--- src/rtl/rgb565_grayscale_seq.sv ---
// rgb565_grayscale_seq: sequential RGB565 -> 8-bit grayscale custom instruction.
// Four packed RGB565 pixels ({valueB, valueA}) become four packed gray bytes.
// PIX_PER_CYCLE datapath lanes are time-multiplexed over 4/PIX_PER_CYCLE cycles.
// Optional macro GRAY_ROUND_EN: round-half-up before the >>8 instead of truncating.
module rgb565_grayscale_seq #(
  parameter logic [7:0] customInstructionID = 8'd0,
  parameter int         PIX_PER_CYCLE       = 4,
  parameter int         R_COEF              = 54,
  parameter int         G_COEF              = 183,
  parameter int         B_COEF              = 19
) (
  input  logic        clock,
  input  logic        reset,
  input  logic        start,
  input  logic [7:0]  isId,
  input  logic [31:0] valueA,
  input  logic [31:0] valueB,
  output logic        done,
  output logic [31:0] result
);

  if (!(PIX_PER_CYCLE == 1 || PIX_PER_CYCLE == 2 || PIX_PER_CYCLE == 4)) begin : g_bad_lanes
    $error("rgb565_grayscale_seq: PIX_PER_CYCLE must be 1, 2 or 4");
  end

  localparam int         N_SLICE  = (PIX_PER_CYCLE > 0) ? (4 / PIX_PER_CYCLE) : 1;
  localparam logic [1:0] CNT_LAST = 2'(N_SLICE - 1);
  localparam logic [7:0] RC       = 8'(R_COEF);
  localparam logic [7:0] GC       = 8'(G_COEF);
  localparam logic [7:0] BC       = 8'(B_COEF);

  typedef enum logic [1:0] {
    IDLE = 2'd0,
    CALC = 2'd1,
    DONE = 2'd2
  } state_t;

  state_t           state_q, state_d;
  logic [1:0]       cnt_q, cnt_d;
  logic [3:0][15:0] op_q, op_d;
  logic [3:0][7:0]  res_q, res_d;

  // Optional round-half-up bias applied ahead of the >>8.
  function automatic logic [17:0] round_sum(input logic [17:0] s);
`ifdef GRAY_ROUND_EN
    return s + 18'd128;
`else
    return s;
`endif
  endfunction

  // Clamp the scaled sum to one byte; anything at or above 256<<8 is white.
  function automatic logic [7:0] sat8(input logic [17:0] s);
    return (s[17:16] != 2'b00) ? 8'hFF : s[15:8];
  endfunction

  // Expand RGB565 channels to 8 bits and form the weighted luminance byte.
  function automatic logic [7:0] pix_gray(input logic [15:0] p);
    logic [17:0] r8, g8, b8, sum;
    r8  = 18'({p[15:11], 3'b000});
    g8  = 18'({p[10:5], 2'b00});
    b8  = 18'({p[4:0], 3'b000});
    sum = r8 * 18'(RC) + g8 * 18'(GC) + b8 * 18'(BC);
    return sat8(round_sum(sum));
  endfunction

  // State, slice counter, captured operands and result bytes.
  always_ff @(posedge clock or negedge reset) begin
    if (!reset) begin
      state_q <= IDLE;
      cnt_q   <= '0;
      op_q    <= '0;
      res_q   <= '0;
    end else begin
      state_q <= state_d;
      cnt_q   <= cnt_d;
      op_q    <= op_d;
      res_q   <= res_d;
    end
  end

  // Next-state, slice datapath and output decode.
  always_comb begin
    logic [1:0] idx;
    state_d = state_q;
    cnt_d   = cnt_q;
    op_d    = op_q;
    res_d   = res_q;
    done    = 1'b0;
    result  = '0;
    idx     = '0;
    case (state_q)
      IDLE: begin
        if (start && (isId == customInstructionID)) begin
          op_d    = {valueB, valueA};
          cnt_d   = '0;
          res_d   = '0;
          state_d = CALC;
        end
      end
      CALC: begin
        for (int l = 0; l < PIX_PER_CYCLE; l++) begin
          idx        = 2'(int'(cnt_q) * PIX_PER_CYCLE + l);
          res_d[idx] = pix_gray(op_q[idx]);
        end
        if (cnt_q == CNT_LAST) begin
          cnt_d   = '0;
          state_d = DONE;
        end else begin
          cnt_d = cnt_q + 2'd1;
        end
      end
      DONE: begin
        done    = 1'b1;
        result  = res_q;
        state_d = IDLE;
      end
      default: begin
        state_d = IDLE;
      end
    endcase
  end

endmodule

--- config.mk ---
export PLATFORM = sky130hd
export DESIGN_NAME = rgb565_grayscale_seq
export DESIGN_NICKNAME = d
export VERILOG_FILES = /design/src/rtl/rgb565_grayscale_seq.sv
export SDC_FILE = /design/constraint.sdc
export NUM_CORES = 1
export LEC_CHECK = 0
export ABC_AREA = 0
export CORE_AREA = 8 8 154 156
export CTS_CLUSTER_DIAMETER = 100
export DETAILED_ROUTE_END_ITERATION = 8
export DIE_AREA = 0 0 162 164
export GPL_ROUTABILITY_DRIVEN = 0
export PLACE_DENSITY_LB_ADDON = 0.2
export SETUP_SLACK_MARGIN = 0.05
export SLEW_MARGIN = 20
export SYNTH_ARGS = -nofsm -noshare
export SYNTH_HDL_FRONTEND = slang
export SYNTH_SLANG_ARGS = --single-unit
--- constraint.sdc ---
create_clock -name clock -period 13.3 [get_ports clock]
set_input_delay 2.66 -clock clock [delete_from_list [all_inputs] [get_ports clock]]
set_output_delay 2.66 -clock clock [all_outputs]
set_load 0.005 [all_outputs]
==> flow_summary.toml, run 1 <==
[clock_network]
h-tree-depth = 3
cts_buffers = 9
insertion_delay_ns = 0.36
postCtsSetupBuffers = 0
path_clk_slew_ns = 0.08
cts.sinks = 100
cts.repair.resized = 0
root_buffer = "clkbuf_16"
postCtsHoldBufs = 0
cts_tree = "done"
clk_path_buf_depth = 2

[yosys]
postSynthAreaPerCell_um2 = 9.90
yosys.area_share.simple_pct = 8.52
synth_fa_ha_area_share_pct = 42.0
synth.area.top_cells = "ha_1 (27%), dfrtp_1 (19%), fa_1 (15%), inv_1 (6.4%), mux2_2 (5.3%)"
synthMuxAreaShare_pct = 5.57
synth_xor_area_share_pct = 6.23
syn_area_um2 = 13500
synth.net_count = 1828
ys_async_sr_fraction_pct = 100
yosysWarnings = 0
yosys-top-cells-count = "ha_1 (286), inv_1 (229), fa_1 (104)"
synth_largest_area_cell = "ha_1"
synth_top_area_share_pct = 26.5
yosys.cell_types.count = 64
yosys.cell_count.top_type = "ha_1"
ys.flop_type = "dfrtp_1"
ys_ff_latch = 100
synth_top_family_by_area = "adder cells"
synth-edff-count = 0
synth_compound_area_share_pct = 12.2
synth_cells = 1363
synth_seq_area_share_pct = 18.6

[grt]
gr-usage-all-layers_pct = 22.4
antenna_found_initial = 0
grt_pass1_vias = 10400
gr-total-overflow = 0
grt_max_degree = 73
grt_pass1_wl_um = 48800

[power_and_ir_drop]
finalPower_mw = 1.02
ir_worst_vdd_uv = 57.6
power_density_nw_per_um2 = 67.2
power_leakage_nw = 8.64

[final_layout]
multi_input_area_um2 = 10100
design_area_um2 = 15200
layout.nets = 1929
drive_gt1_share_pct = 6.81
post-route-util_pct = 71.4
diodes = 0
area_growth_syn_to_layout_pct = 12.9
fillers = 1601
fin_cells = 1749
seqCellArea_um2 = 2500

[timing]
skew_ns = 0.0109
finalSetupTns_ns = 0
rsz0062_at_grt = "false"
finalCritPeriodShare_pct = 41.7
fin_ws_ns = 7.76
worst_slew_pin_slew_ns = 1.00
slew_headroom_pct = 32.5
hold_ws_ns = 0.490
final.min_clock_period_ns = 5.54
hold_violations = 0
max_freq_mhz = 180
slew_violations = 0
setup_viol_count_final = 0

[route]
num_vias = 9821
first_pass_iters = 5
viasPerCell = 5.62
wl_per_cell_um = 16.1
ant_nets = 0
drt_iter0_drc = 394
drc_errors = 0
wirelength_um = 28200

[floorplanning]
dieArea_um2 = 26600
pin_count = 108
start_util_pct = 63.2
die_y_um = 164
die_x_um = 162
num_rows = 54
core_area_um2 = 21400

[worst_setup_path]
endpoint_kind = "register"
crit_arrival_ns = 5.76
r2r_setup_slack_ns = 7.76
crit_type = "register to register"
rr_worst_depth = 19
startpoint_type = "register"
crit_path_max_fanout = 5
r2r_end = "res_q[3]"
required_ns = 13.52
r2r_start = "op_q[8]"

[worst_hold_path]
hp-start = "res_q[11]"
hold_class = "register to register"
whs_path_depth = 1
worstHoldEndpoint = "res_q[11]"

[placed_design]
post-place-ws_ns = 7.74
io_buffers = 107
hpwl_um = 23200
dp.cells = 1732
placed_area_um2 = 14900

[run]
maxCapViolCount = 0

[outcome]
status = "complete, no violations"
[report_power, final]
| group | internal, mW | total, mW | switching, mW | leakage [nW] |
|---|---|---|---|---|
| Clock | 0.186 | 0.315 | 0.130 | 0.164 |
| Sequential | 0.318 | 0.335 | 0.0177 | 1.38 |
| Combinational | 0.170 | 0.373 | 0.204 | 7.10 |
| Total | 0.673 | 1.02 | 0.351 | 8.64 |
[worst max-delay path, stage by stage (launching register included)]
cell and delay, ns:
dfrtp_1 0.46, fa_1 0.56, inv_1 0.05, fa_1 0.47
fa_1 0.52, inv_1 0.04, ha_1 0.33, a211oi_1 0.28
o21bai_1 0.14, a21o_1 0.21, xnor2_1 0.15, fa_1 0.51
inv_1 0.04, ha_1 0.35, a21o_1 0.20, a31oi_1 0.22
o22ai_1 0.12, a311o_1 0.40, a31oi_1 0.22, o21ai_0 0.11
[cells by family (layout without fill, tap and decap cells)]
| family | after synthesis | count (layout) |
|---|---|---|
| flops | 100 | 100 |
| xor+xnor | 96 | 96 |
| buf+inv | 249 | 355 |
| compound gates | 251 | 251 |
| mux | 67 | 67 |
| fa+ha+maj | 390 | 390 |
| simple gates | 210 | 210 |
[flip-flops by register name, indices dropped and copies added, names as in the netlist]
name and cells:
op_q 64, res_q 32, cnt_q 2, state_q 2
[cell usage in the layout, fill, tap and decap left out, types with 4 or more instances in the layout]
cell type	count
inv_1	229
xor2_1	39
nand4b_1	4
a31o_2	4
o31ai_1	5
a21oi_1	78
nand2_1	31
a31oi_1	22
nor4_1	5
clkbuf_16	9
nor2b_1	14
clkdlybuf4s50_1	106
a221o_1	4
a22oi_1	5
dfrtp_1	100
a221oi_1	4
ha_1	286
xnor2_1	57
o21ai_0	33
o41a_1	4
nor3b_1	4
and2_1	37
nand4_1	5
o21bai_1	13
fa_1	104
nand3_1	21
nand2b_1	12
and3_1	7
o211ai_1	7
nor3_1	20
a21o_1	32
a21boi_0	8
mux2_2	64
nor2_1	33
[final cells by class]
class / count / area share, %
Clock buffer: 11 / 1.53
Clock inverter: 5 / 0.706
Inverter: 229 / 5.64
Multi-Input combinational cell: 1014 / 66.2
Sequential cell: 100 / 16.4
Tap cell: 280 / 2.30
Timing Repair Buffer: 110 / 7.24
[metal layers]
metal / vias to the layer above / wire [um] / GRT usage [%]
li1: 4890 / - / -
met1: 4747 / 12600 / 27.6
met2: 142 / 14100 / 40.0
met3: 42 / 823 / 3.11
met4: 0 / 631 / 6.90
met5: - / 0 / 0
[worst max-delay path by stage]
stage	startpoint	to	slack, ns	cells past startpoint
3_3_place_gp	op_q[8]	res_q[3]	7.84	19
6_report	op_q[8]	res_q[3]	7.76	19
2_1_floorplan	op_q[24]	res_q[11]	8.06	19
4_1_cts	op_q[8]	res_q[3]	7.72	19
3_5_place_dp	op_q[8]	res_q[3]	7.74	19
5_1_grt	op_q[25]	res_q[11]	7.44	21
No activity file was read; power rests on OpenSTA's default activity.
==> run 2: changes to the inputs <==
CORE_AREA = 8 8 158 160   (was 8 8 154 156)
DIE_AREA = 0 0 166 168   (was 0 0 162 164)
clock period = 5.2 ns   (was 13.3 ns; I/O delays follow)
==> flow_summary.toml, run 2 (synthesis results as in run 1) <==
[outcome]
status = "complete, no violations"

[power_and_ir_drop]
ir_worst_vdd_uv = 140
pwr-share-clk_pct = 28.1
finalPower_mw = 2.76
pwr-share-comb_pct = 40.9
p_int_mw = 1.79
p_sw_share_pct = 34.9
power.switching_mw = 0.962
sequentialPowerShare_pct = 31.0
power_density_nw_per_um2 = 169
power_leakage_nw = 8.90

[placed_design]
hpwl_um = 24200
placed_area_um2 = 15200
post-place-ws_ns = -0.0777
io_buffers = 107

[timing]
skew_ns = 0.00710
finalCritPeriodShare_pct = 99.6
slew_violations = 0
finalSetupTns_ns = 0
final.min_clock_period_ns = 5.18
hold_ws_ns = 0.492
hold_violations = 0
max_freq_mhz = 193
setup_viol_count_final = 0
slew_headroom_pct = 31.7
rsz0062_at_grt = "true"
worst_slew_pin_slew_ns = 1.02
fin_ws_ns = 0.0198

[final_layout]
largest_register_ffs = 64
layout.nets = 1982
max_flop_register = "op_q"
design_area_um2 = 16300
mostFrequentLayoutCells = "ha_1 (259), inv_1 (218), clkdlybuf4s50_1 (106)"
diodes = 0
area_growth_syn_to_layout_pct = 20.7
drive_gt1_share_pct = 16.0
final_common_cell = "ha_1"
top_regs = "op_q: 64 flops, res_q: 32 flops"

[floorplanning]
core_area_um2 = 22400
pin_count = 108
die_x_um = 166
start_util_pct = 60.3
num_rows = 55
die_y_um = 168
dieArea_um2 = 27900

[clock_network]
h-tree-depth = 3
cts_tree = "done"
cts.sinks = 100
insertion_delay_ns = 0.36
path_clk_slew_ns = 0.07
postCtsHoldBufs = 0
clk_path_buf_depth = 2
cts_buffers = 9
root_buffer = "clkbuf_16"

[grt]
grt_pass1_vias = 10800
grt_pass1_wl_um = 50500
antenna_found_initial = 0
grt_max_degree = 60
gr-usage-all-layers_pct = 21.6
gr-total-overflow = 0

[worst_setup_path]
crit_path_max_fanout = 6
crit_arrival_ns = 5.46
endpoint_kind = "register"
crit_type = "register to register"
required_ns = 5.48
startpoint_type = "register"

[route]
drt_iter0_drc = 538
first_pass_iters = 4
drc_errors = 0
wl_per_cell_um = 16.9
wirelength_um = 30500
ant_nets = 0
viasPerCell = 5.65
num_vias = 10200

[run]
maxCapViolCount = 0

[worst_hold_path]
hold_class = "register to register"
-- run 2: area by class of cell --
| class | count | area, um^2 |
|---|---|---|
| timing repair buffer | 163 | 1510 |
| multi-input combinational | 1014 | 10700 |
| inverter | 229 | 860 |
| clock inverter | 5 | 82.6 |
| clock buffer | 11 | 253 |
| tap | 285 | 357 |
| sequential | 100 | 2510 |
| fill | 1629 | 6080 |
-- run 2: through the flow --
step | cells | utilization, %
3_5_place_dp | 1776 | 68.0
5_1_grt | 1807 | 72.8
6_report | 1807 | 72.8
4_1_cts | 1796 | 70.2
2_1_floorplan | 1363 | -
3_3_place_gp | 1776 | 68.0
-- run 2: repair_timing --
| item | CTS | global route |
|---|---|---|
| setup buffers | 4 | 10 |
| pin swaps | 13 | 84 |
| endpoints found under the setup margin | 30 | 32 |
| gates resized for setup | 29 | 78 |
-- run 2: worst max-delay path, cell delays in order (launching register included) --
cell and delay, ns:
dfrtp_1 0.41, buf_4 0.18, ha_4 0.25, fa_1 0.52, inv_1 0.06, fa_1 0.53
inv_1 0.05, ha_1 0.35, nand2_1 0.12, o21ai_2 0.08, o41a_1 0.43, xnor2_2 0.17
fa_1 0.55, inv_2 0.05, ha_4 0.27, buf_6 0.09, nand3_1 0.09, a21o_1 0.17
o211ai_1 0.13, a21o_1 0.23, nand3_4 0.14, a31oi_1 0.22
-- run 2: worst paths after layout --
path,endpoint,cells past startpoint,from,slack (ns)
max in group asynchronous,op_q[28],2,reset,3.34
worst min-delay path,res_q[11],1,res_q[11],0.49
worst max register to register,res_q[21],21,op_q[40],0.02
worst min register to register,res_q[11],1,res_q[11],0.49
worst max-delay path,res_q[21],21,op_q[40],0.02
min in group asynchronous,op_q[47],1,reset,0.78
-- run 2: layer usage --
metal	up-vias	track usage [%]	wire [um]
met1	5021	26.3	13400
met5	-	0	0
met2	142	39.2	15600
li1	4998	-	-
met4	0	6.32	609
met3	43	2.90	862
-- run 2: power groups by stage --
stage | Combinational (mW) | Clock (mW) | Sequential [mW]
global placement | 0.962 | 0 | 0.866
finish | 1.13 | 0.775 | 0.854
global route | 1.27 | 0.824 | 0.860
detailed placement | 1.00 | 0 | 0.868
CTS | 1.04 | 0.798 | 0.853
floorplan | 0.705 | 0 | 0.857
